<file path="src/rtl/run_event_monitor_pkg.sv">
// Shared types, default widths and helpers for the run event monitor.
package run_event_monitor_pkg;

    localparam int unsigned CNT_W_DEF = 8;
    localparam int unsigned LEN_W_DEF = 8;
    localparam int unsigned SAT_W     = 32;

    typedef enum logic {
        IDLE = 1'b0,
        RUN  = 1'b1
    } state_t;

    // Increment that stops at limit instead of wrapping.
    function automatic logic [SAT_W-1:0] sat_inc(input logic [SAT_W-1:0] value,
                                                 input logic [SAT_W-1:0] limit);
        return (value >= limit) ? limit : value + SAT_W'(1);
    endfunction

endpackage

</file>
<file path="src/rtl/led_stretcher.sv">
// Retriggerable LED hold: LED stays high STRETCH_CYCLES cycles after the last LOAD.
module led_stretcher #(
    parameter int unsigned STRETCH_CYCLES = 4
) (
    input  logic CLK,
    input  logic RESET,
    input  logic CLR,
    input  logic LOAD,
    output logic LED
);

    localparam int unsigned HOLD_W = $clog2(STRETCH_CYCLES + 1);

    logic [HOLD_W-1:0] hold_cnt;

    // Down-counter with reload on LOAD; LED mirrors a nonzero count.
    always_ff @(posedge CLK or posedge RESET) begin
        if (RESET) begin
            hold_cnt <= '0;
            LED      <= 1'b0;
        end else if (CLR) begin
            hold_cnt <= '0;
            LED      <= 1'b0;
        end else if (LOAD) begin
            hold_cnt <= HOLD_W'(STRETCH_CYCLES);
            LED      <= 1'b1;
        end else if (hold_cnt != '0) begin
            hold_cnt <= hold_cnt - HOLD_W'(1);
            LED      <= (hold_cnt > HOLD_W'(1));
        end else begin
            LED      <= 1'b0;
        end
    end

endmodule

</file>
<file path="src/rtl/run_event_monitor.sv">
// Run event monitor: turns the detector level DET into events, counts them,
// and measures current and longest DET-high run lengths.
// Optional LED pulse stretching is compiled in with `define LED_STRETCH_EN.
module run_event_monitor
    import run_event_monitor_pkg::*;
#(
    parameter int unsigned CNT_W          = CNT_W_DEF,
    parameter int unsigned LEN_W          = LEN_W_DEF,
    parameter int unsigned STRETCH_CYCLES = 4
) (
    input  logic             CLK,
    input  logic             RESET,
    input  logic             DET,
    input  logic             CLR,
    output logic             EVT_PULSE,
    output logic [CNT_W-1:0] EVT_COUNT,
    output logic             OVF,
    output logic [LEN_W-1:0] RUN_LEN,
    output logic [LEN_W-1:0] MAX_LEN,
    output logic             LED
);

    localparam logic [SAT_W-1:0] LEN_MAX = SAT_W'((64'(1) << LEN_W) - 64'(1));

    // Reject a zero-length LED hold at elaboration.
    if (STRETCH_CYCLES < 1) begin : g_bad_stretch
        $error("run_event_monitor: STRETCH_CYCLES must be >= 1");
    end

    state_t           state;
    logic             event_c;
    logic             len_wr_c;
    logic [LEN_W-1:0] len_next_c;

    // Event and run-length update decode from the current state and DET.
    always_comb begin
        event_c    = 1'b0;
        len_wr_c   = 1'b0;
        len_next_c = RUN_LEN;
        if (DET) begin
            len_wr_c = 1'b1;
            if (state == IDLE) begin
                event_c    = 1'b1;
                len_next_c = LEN_W'(1);
            end else begin
                len_next_c = LEN_W'(sat_inc(SAT_W'(RUN_LEN), LEN_MAX));
            end
        end
    end

    // FSM plus statistics; CLR wipes statistics but the FSM still follows DET.
    always_ff @(posedge CLK or posedge RESET) begin
        if (RESET) begin
            state     <= IDLE;
            EVT_PULSE <= 1'b0;
            EVT_COUNT <= '0;
            OVF       <= 1'b0;
            RUN_LEN   <= '0;
            MAX_LEN   <= '0;
        end else begin
            state <= DET ? RUN : IDLE;
            if (CLR) begin
                EVT_PULSE <= 1'b0;
                EVT_COUNT <= '0;
                OVF       <= 1'b0;
                RUN_LEN   <= '0;
                MAX_LEN   <= '0;
            end else begin
                EVT_PULSE <= event_c;
                if (event_c) begin
                    EVT_COUNT <= EVT_COUNT + CNT_W'(1);
                    if (EVT_COUNT == '1) begin
                        OVF <= 1'b1;
                    end
                end
                if (len_wr_c) begin
                    RUN_LEN <= len_next_c;
                    if (len_next_c > MAX_LEN) begin
                        MAX_LEN <= len_next_c;
                    end
                end
            end
        end
    end

`ifdef LED_STRETCH_EN
    // Stretched LED, loaded on the same edge that raises EVT_PULSE.
    led_stretcher #(
        .STRETCH_CYCLES(STRETCH_CYCLES)
    ) u_led_stretcher (
        .CLK  (CLK),
        .RESET(RESET),
        .CLR  (CLR),
        .LOAD (event_c && !CLR),
        .LED  (LED)
    );
`else
    // Without stretching the LED is the event pulse itself.
    assign LED = EVT_PULSE;
`endif

endmodule

</file>
<file path="config.mk">
export PLATFORM = sky130hd
export DESIGN_NAME = run_event_monitor
export DESIGN_NICKNAME = d
export VERILOG_FILES = /design/src/rtl/run_event_monitor_pkg.sv /design/src/rtl/led_stretcher.sv /design/src/rtl/run_event_monitor.sv
export SDC_FILE = /design/constraint.sdc
export NUM_CORES = 1
export LEC_CHECK = 0
export ABC_AREA = 1
export CAP_MARGIN = 15
export CORE_MARGIN = 1.5
export CORE_UTILIZATION = 46
export DETAILED_ROUTE_END_ITERATION = 7
export HOLD_SLACK_MARGIN = 0.03
export PLACE_DENSITY_LB_ADDON = 0.15
export RECOVER_POWER = 25
export SLEW_MARGIN = 20
export SYNTH_ARGS = -nofsm -noshare
export SYNTH_HDL_FRONTEND = slang
export SYNTH_SLANG_ARGS = --single-unit
</file>
<file path="constraint.sdc">
create_clock -name CLK -period 2.27 [get_ports CLK]
set_clock_uncertainty 0.2 [all_clocks]
set_input_delay 0.227 -clock CLK [delete_from_list [all_inputs] [get_ports CLK]]
set_output_delay 0.227 -clock CLK [all_outputs]
set_load 0.01 [all_outputs]
</file>
Word level (Yosys, flattened, before mapping)
Cells that the tools add are included.
{"block": "word_totals", "register_bits": 27}
{"block": "classes", "addsub": 2, "n_lt_le_gt_ge": 2, "eq_ne": 1, "mux": 17, "n_reduce_logical": 6}
{"operator": "2-to-1 mux 8 bit", "count": 10}
{"operator": "adder 8 x 1 -> 8 bit (second input constant)", "count": 2}
{"operator": "equality test 8 bit (second input constant)", "count": 1}
{"operator": ">= comparator 8 bit (second input constant)", "count": 1}
{"operator": "greater-than comparator 8 bit", "count": 1}
{"operator": "nonzero test 2 bit", "count": 4}
{"operator": "2-to-1 mux 1 bit", "count": 7}
{"operator": "AND reduction 2 bit", "count": 2}

Logic depth before layout (Yosys ltp)
Gate-level depths: netlist of run 1.
{"block": "logic_depth", "depth_word": 8, "depth_mapped": 17, "depth_no_buf": 17}

Least setup slack after synthesis of run 1
Ideal clock, no wire load.
{"block": "synth_timing", "kind": "flip-flop to flip-flop", "from": "reg RUN_LEN[0]", "to": "reg MAX_LEN[2]", "arrival_time_ns": 2.211, "required_time_ns": 2.004, "setup_slack_ns": -0.207, "stages_incl_launch_ff": 15, "path_buffers": 0, "synth_period_minus_slack_ns": 2.477, "path_cell_list": "dfrtp_1 -> ha_1 -> nand2_1 -> nor2_4 -> nand2_1 -> nand2_1 -> nor2_1 -> nor2_1 -> ha_1 -> a21o_1 -> nor2_1 -> nand2_1 -> nand2_1 -> nand3_1 -> nand2_1"}
{"block": "synth_via", "elab_chain_len": 7, "word_cells_on_any_way": 11, "classes_between": "add/sub (1); order compare (2); mux (6); reduce/logical (2)"}
{"item": "from (decl)", "line": "run_event_monitor.sv:18", "source": "output logic [LEN_W-1:0] RUN_LEN,"}
{"item": "from (signal assigned)", "line": "run_event_monitor.sv:77", "source": "RUN_LEN <= len_next_c;"}
{"item": "adder 8 x 1 -> 8 bit / >= comparator 8 bit (equally long branches)", "line": "run_event_monitor_pkg.sv:16", "source": "return (value >= limit) ? limit : value + SAT_W'(1);"}
{"item": "2-to-1 mux 8 bit", "line": "run_event_monitor_pkg.sv:16"}
{"item": "2-to-1 mux 8 bit", "line": "run_event_monitor.sv:42", "source": "if (state == IDLE) begin"}
{"item": "2-to-1 mux 8 bit (*)", "line": "run_event_monitor.sv:40", "source": "if (DET) begin"}
{"item": "greater-than comparator 8 bit / 2-to-1 mux 8 bit (equally long branches)", "line": "run_event_monitor.sv:78", "source": "if (len_next_c > MAX_LEN) begin"}
{"item": "nonzero test 2 bit (no source line) / 2-to-1 mux 8 bit (equally long branches)"}
{"item": "AND reduction 2 bit (no source line) / 2-to-1 mux 8 bit (equally long branches)"}
{"item": "to (signal assigned)", "line": "run_event_monitor.sv:79", "source": "MAX_LEN <= len_next_c;"}
{"item": "to (decl)", "line": "run_event_monitor.sv:19", "source": "output logic [LEN_W-1:0] MAX_LEN,"}
Mark *: on every way between the ends. The rest lies on a longest branch, timed or not. The select of a mux whose other input is x is not followed.
A chain may end at the register's enable or synchronous reset.

Final worst setup path of run 1
{"block": "layout_timing", "from": "reg RUN_LEN[1]", "to": "reg MAX_LEN[5]"}
Same word-level chain as after synthesis.

==> results.tsv, run 1 <==
stage	metric	value	unit
outcome	outcome	finished, violations left	
outcome	violations	negative setup slack	
route	drt-initial-drc-count	73	
sta	hold_viol	0	
finish	final_area	2545	um^2
finish	regArea	676.9	um^2
grt	grt-ovfl-total	0	
floorplanning	die_x	62.19	um
critical_path	cp.required	2.34	ns
floorplanning	core_area	3337	um^2
route	vias_per_cell	5.048	
placed_design	numPortBuffers	30	
clock_network	cts.clk_slew.worst_paths	0.15	ns
grt	first_global_vias	1604	
floorplanning	die_area	3868	um^2
pwr	pwr-share-comb	0.327	
logic_synthesis	synthMuxAreaShare	0	
pwr	powerDensity	433.9	nW/um^2
critical_path	max_stage_delay	0.42	ns
logic_synthesis	synth.avg_cell_area	7.496	um^2
route	drc	0	
clock_network	post_cts_hold_buffer_count	0	
clock_network	clock_latency	0.33	ns
grt	track_usage	0.2239	
finish	fillCellCount	258	
pwr	cell_internal_pwr	0.7472	mW
grt	antenna_found_initial	0	
logic_synthesis	synthesis.nets	229	
logic_synthesis	synth_fa_ha_area_frac	0.07764	
logic_synthesis	synth_top_family_by_area	simple AND/OR/NAND/NOR gates	
logic_synthesis	ys_types	25	
clock_network	h-tree-depth	1	
logic_synthesis	syn_inst	215	
placed_design	dpl-instance-area	2158	um^2
critical_path	start_kind	flop	
sta	tightest_slew	1.455	ns
logic_synthesis	async_flop_share	1.000	
min_path	hold_end	OVF	
sta	relSlewSlack	0.03016	
finish	multiInputGateArea	1061	um^2
min_path	hold_start	OVF	
logic_synthesis	ys_ff_latch	27	
sta	setup_slack	-0.1535	ns
logic_synthesis	synth_warnings	0	
min_path	min_path_cells	2	
placed_design	gp_congestion	0.9279	
route	num_vias	1666	
clock_network	cts.sinks	27	
pwr	clockPowerShare	0.191	
route	drt-total-wl	4.480	mm
clock_network	clockRootBuffer	clkbuf_4	
sta	timing.final.crit_share	1.068	
finish	antenna_cells	0	
critical_path	rr_worst_depth	15	
logic_synthesis	synth-compound-area-share	0.09860	
logic_synthesis	synth_xor_xnor_area_share	0	
sta	setup-violations-final	8	
route	ant_nets	0	
clock_network	cts_made_buffers	3	
finish	nets	299	
route	wl_per_cell	13.58	um
logic_synthesis	synth_edf_count	0	
sta	slew_violations	0	
critical_path	critPathMaxFanout	8	
critical_path	crit_chain	ha_2 -> or2_2 -> nand2_1 -> nand2_1 -> nand2_1 -> inv_2 -> ha_4 -> nand2_2 -> inv_1 -> nand2_1 -> nand2_1 -> nand2_2 -> a21oi_4 -> nand2_1 -> nand2_1	
critical_path	crit_top_cell	nand2_1	
critical_path	worst_r2r_endpoint	MAX_LEN[5]	
pwr	total_power	1.104	mW
pwr	peakVddDrop	0.3037	mV
critical_path	r2r_setup_slack	-0.15	ns
critical_path	timing.rr.start	RUN_LEN[1]	
placed_design	hpwl	2.861	mm
finish	final_cells	330	
logic_synthesis	synth-seq-area-share	0.4193	
floorplanning	io_pins	31	
sta	rsz0062_at_grt	yes	
critical_path	cp_slowest_cell	dfrtp_1	
finish	area_growth	57.92	%
sta	holdWs	0.3291	ns
critical_path	critical_path_buf_inv_count	2	
logic_synthesis	netlist_area	1612	um^2
placed_design	dp.cells	313	
logic_synthesis	synthSimpleGateAreaFrac	0.3199	
critical_path	path_class	flop to flop	
floorplanning	fp.dieH	62.19	um
critical_path	worstPathArrival	2.50	ns
sta	period_needed	2.424	ns
clock_network	clk_path_buf_depth	2	
floorplanning	start_util	0.4829	
pwr	p_sw	0.3570	mW
critical_path	cp-end-kind	flop	
grt	grt_max_degree	28	
grt	grt_pass1_wl	7.120	mm
pwr	p_seq_frac	0.482	
min_path	hold_class	flop to flop	
logic_synthesis	synth_flop_cell	dfrtp_1	
pwr	swShare	0.3233	
critical_path	startpoint	RUN_LEN[1]	
sta	max_freq	412.6	MHz
clock_network	cts_tree	built	
finish	drive_gt1_frac	0.3486	
floorplanning	rows	21	
pwr	leakage	1.212	nW
critical_path	critPathTopFamily	simple AND/OR/NAND/NOR gates	
route	drt_first_pass_iters	6	
job	maxCapViolations	0	
[layout by cell type (no fill, tap or decap), drive strengths merged, types with 10 or more instances in the layout]
master,netlist,final
nand2,64,64
nand3,18,18
clkdlybuf4s50,0,29
inv,31,31
ha,10,10
o21ai,11,11
nor2,26,26
dfrtp,27,27
buf,2,37
a21oi,14,14
[what timing repair did]
action,CTS,global route
buffers inserted,9,4
pin swaps,22,29
setup endpoints to repair,8,8
gates resized for setup,25,37
[tightest hold or removal path, cell delays in order (launching register included)]
cell and delay (ns):
dfrtp_1 0.38, nor2_1 0.05, nor2_1 0.07
[layout make-up]
type,count,area share
clock buffers,4,0.01032
inverters,32,0.04769
multi-input cells,153,0.4169
flip-flops and latches,27,0.2660
well taps,46,0.02262
repair buffers,68,0.2365
[power groups by stage]
stage          clock network, mW  registers (mW)  logic, mW
6_report                   0.210           0.532      0.361
5_1_grt                    0.237           0.537      0.395
4_1_cts                    0.212           0.532      0.323
3_5_place_dp                   0           0.542      0.271
3_3_place_gp                   0           0.543      0.268
2_1_floorplan                  0           0.552      0.139
[cell families (layout without fill, tap and decap cells)]
kind of cell / after synthesis / in the layout
AND/OR/NAND/NOR: 115 / 115
buffers and inverters: 35 / 104
AO/OA/AOI/OAI: 28 / 28
flip-flops: 27 / 27
adder cells (fa/ha/maj): 10 / 10
[Yosys cell counts (2+ instances only)]
cell     count  area share
o21ai_0     11       0.034
nor2_2       2      0.0078
nand2_1     63        0.15
inv_1       30       0.070
nor2_1      22       0.051
nand4_1      2      0.0078
dfrtp_1     27        0.42
a21oi_1     13       0.040
ha_1        10       0.078
nand3_1     17       0.053
nor3_1       4       0.012
[worst max path at each step]
stage,to,slack [ns],cells past startpoint
floorplan,MAX_LEN[7],-0.04,15
detailed placement,MAX_LEN[3],-0.38,14
finish,MAX_LEN[5],-0.15,15
global placement,MAX_LEN[3],-0.36,13
global route,MAX_LEN[4],-0.28,15
CTS,MAX_LEN[7],-0.14,15
[stage by stage]
step                      setup WS, ns  TNS [ns]    util
final                          -0.1535    -1.111  0.7627
after CTS                      -0.1434   -0.9059  0.7113
after global placement         -0.3642    -2.849  0.6468
after detailed placement       -0.3779    -2.871  0.6468
after floorplan               -0.03796   -0.1298       -
after global routing           -0.2783    -2.241  0.7627
[registers in the layout, summed over array words and instances, names as in the netlist]
name,flops
EVT_COUNT,8
OVF,1
state,1
EVT_PULSE,1
MAX_LEN,8
RUN_LEN,8
[per-layer routing]
layer	GRT usage	vias up	share of wire
met5	0	-	0
met4	0.04444	0	0.016
met3	0.02174	8	0.052
met2	0.3668	54	0.48
met1	0.3267	781	0.45
li1	-	823	-
Note: power is estimated with default switching activity, not from simulation.
==> run 2: changes to the inputs <==
--- a/config.mk
+++ b/config.mk
@@ -7,8 +7,10 @@
 export LEC_CHECK = 0
 export ABC_AREA = 1
 export CAP_MARGIN = 15
+export CELL_PAD_IN_SITES_DETAIL_PLACEMENT = 2
+export CELL_PAD_IN_SITES_GLOBAL_PLACEMENT = 2
 export CORE_MARGIN = 1.5
-export CORE_UTILIZATION = 46
+export CORE_UTILIZATION = 26
 export DETAILED_ROUTE_END_ITERATION = 7
 export HOLD_SLACK_MARGIN = 0.03
 export PLACE_DENSITY_LB_ADDON = 0.15
==> results.tsv, run 2 (synthesis results as in run 1) <==
stage	metric	value	unit	change
outcome	outcome	finished, violations left		
outcome	violations	negative setup slack		
route	num_vias	1702		+2.2%
placed_design	numPortBuffers	30		unchanged
finish	drive_gt1_frac	0.3772		+0.02857
critical_path	start_kind	flop		
pwr	powerDensity	452.5	nW/um^2	+4.3%
sta	tns	-1.583	ns	-0.4717 ns
critical_path	critPathMaxFanout	8		unchanged
critical_path	max_stage_delay	0.46	ns	+0.04 ns
floorplanning	rows	28		+33%
sta	timing.final.crit_share	1.093		+0.02510
finish	final_common_cell	nand2_1		
finish	antenna_cells	0		unchanged
floorplanning	die_x	81.73	um	+31%
clock_network	clk_path_buf_depth	2		unchanged
sta	holdWs	0.3237	ns	-0.005383 ns
placed_design	gp_congestion	0.7568		-18%
finish	fillCellCount	690		+170%
finish	multiInputGateArea	1077	um^2	+1.5%
critical_path	r2r_setup_slack	-0.21	ns	-0.06 ns
sta	relSlewSlack	0.5048		+0.4746
grt	grt_max_degree	28		unchanged
clock_network	cts_made_buffers	3		unchanged
floorplanning	core_area	5956	um^2	+78%
finish	final_area	2644	um^2	+3.9%
placed_design	dp.cells	345		+10%
job	maxCapViolations	0		unchanged
sta	slew_violations	0		unchanged
critical_path	worstPathArrival	2.50	ns	about the same
route	ant_nets	0		unchanged
pwr	leakage	1.240	nW	+2.3%
sta	max_freq	403.1	MHz	-2.3%
sta	setup-violations-final	8		unchanged
pwr	total_power	1.196	mW	+8.3%
finish	nets	304		+1.7%
finish	largestRegisters	EVT_COUNT (8), MAX_LEN (8), RUN_LEN (8)		
critical_path	cp_slowest_cell	dfrtp_2		
route	drt-total-wl	6.029	mm	+35%
finish	final_cells	364		+10%
min_path	hold_class	flop to flop		
clock_network	cts.clk_slew.worst_paths	0.10	ns	-0.05 ns
clock_network	cts.sinks	27		unchanged
finish	regArea	678.2	um^2	+0.18%
finish	fin_util	0.4439		-0.3187
sta	tightest_slew	0.7428	ns	-0.7119 ns
clock_network	clock_latency	0.27	ns	-0.06 ns
route	drt_first_pass_iters	4		-2
placed_design	hpwl	4.252	mm	+49%
clock_network	post_cts_hold_buffer_count	0		unchanged
critical_path	crit_chain	ha_4 -> or2_2 -> nand2_2 -> nand2_1 -> nand2_2 -> inv_2 -> ha_4 -> nand2_4 -> nor2_2 -> a21oi_4 -> buf_4 -> nand2_4 -> nand3_1 -> nand2_1		
critical_path	cp-end-kind	flop		
floorplanning	io_pins	31		unchanged
placed_design	post-place-ws	-0.5835	ns	-0.2056 ns
critical_path	path_class	flop to flop		
sta	rsz0062_at_grt	yes		
finish	final_cell_mix	nand2_1, buf_4, clkdlybuf4s50_1, dfrtp_1, inv_1		
grt	first_global_vias	1806		+13%
clock_network	h-tree-depth	1		unchanged
sta	hold_viol	0		unchanged
grt	antenna_found_initial	0		unchanged
sta	setup_slack	-0.2105	ns	-0.05698 ns
grt	grt_pass1_wl	9.349	mm	+31%
pwr	peakVddDrop	0.2640	mV	-13%
route	drt-initial-drc-count	50		-32%
floorplanning	fp.dieH	81.73	um	+31%
grt	track_usage	0.1882		-0.03568
placed_design	dpl-instance-area	2217	um^2	+2.7%
route	wl_per_cell	16.56	um	+22%
clock_network	cts_tree	built		
clock_network	clockRootBuffer	clkbuf_8		
route	vias_per_cell	4.676		-7.4%
grt	grt-ovfl-total	0		unchanged
finish	area_growth	64.05	%	
critical_path	cp.required	2.29	ns	-0.05 ns
sta	period_needed	2.481	ns	+0.05698 ns
floorplanning	die_area	6680	um^2	+73%
route	drc	0		unchanged
floorplanning	start_util	0.2706		-0.2124
-- run 2: changes by cell type in the layout (fill, tap and decap cells not counted), sizes merged --
| cell | previous run | this run |
|---|---|---|
| buf | 37 | 42 |
-- run 2: power breakdown --
group          leakage, nW  switching, mW  internal [mW]
clock network       0.0228          0.162          0.126
registers            0.365         0.0327          0.506
logic                0.852          0.203          0.167
total                 1.24          0.397          0.799
-- run 2: per-layer routing --
layer  up-vias  track usage  wire length (um)
met5         -            0                 0
met1       841       0.2684              2944
met3         6      0.01778               149
met4         0      0.03051                56
li1        830            -                 -
met2        25       0.3123              2879
-- run 2: cell type report --
| type | instances | area share |
|---|---|---|
| timing repair buffer | 73 | 0.2376 |
| multi-input combinational | 153 | 0.4075 |
| tap | 75 | 0.03549 |
| clock buffer | 4 | 0.01704 |
| sequential | 27 | 0.2565 |
| inverter | 32 | 0.04591 |
-- run 2: critical path, delay by kind of cell (launching register included) --
kind / cells / cell delay (ns)
buffers and inverters: 2 / 0.19
and+or+nand+nor: 9 / 1.05
adders and majority gates: 2 / 0.44
AOI/OAI and AO/OA: 1 / 0.08
DFF: 1 / 0.46
-- run 2: path summary, 6_finish.rpt --
| kind | cells after the start | startpoint | end |
|---|---|---|---|
| max | 14 | RUN_LEN[0] | MAX_LEN[0] |
| min | 2 | OVF | OVF |
| min in group asynchronous | 3 | RESET | EVT_COUNT[1] |
| min reg2reg | 2 | OVF | OVF |
| max reg2reg | 14 | RUN_LEN[0] | MAX_LEN[0] |
| max in group asynchronous | 3 | RESET | RUN_LEN[0] |
-- run 2: what timing repair did --
| action | in CTS | in global routing |
|---|---|---|
| gates cloned | 0 | 0 |
| endpoints found under the setup margin | 8 | 10 |
| resized for setup | 28 | 39 |
| pin swaps | 19 | 33 |
| setup buffers | 13 | 4 |
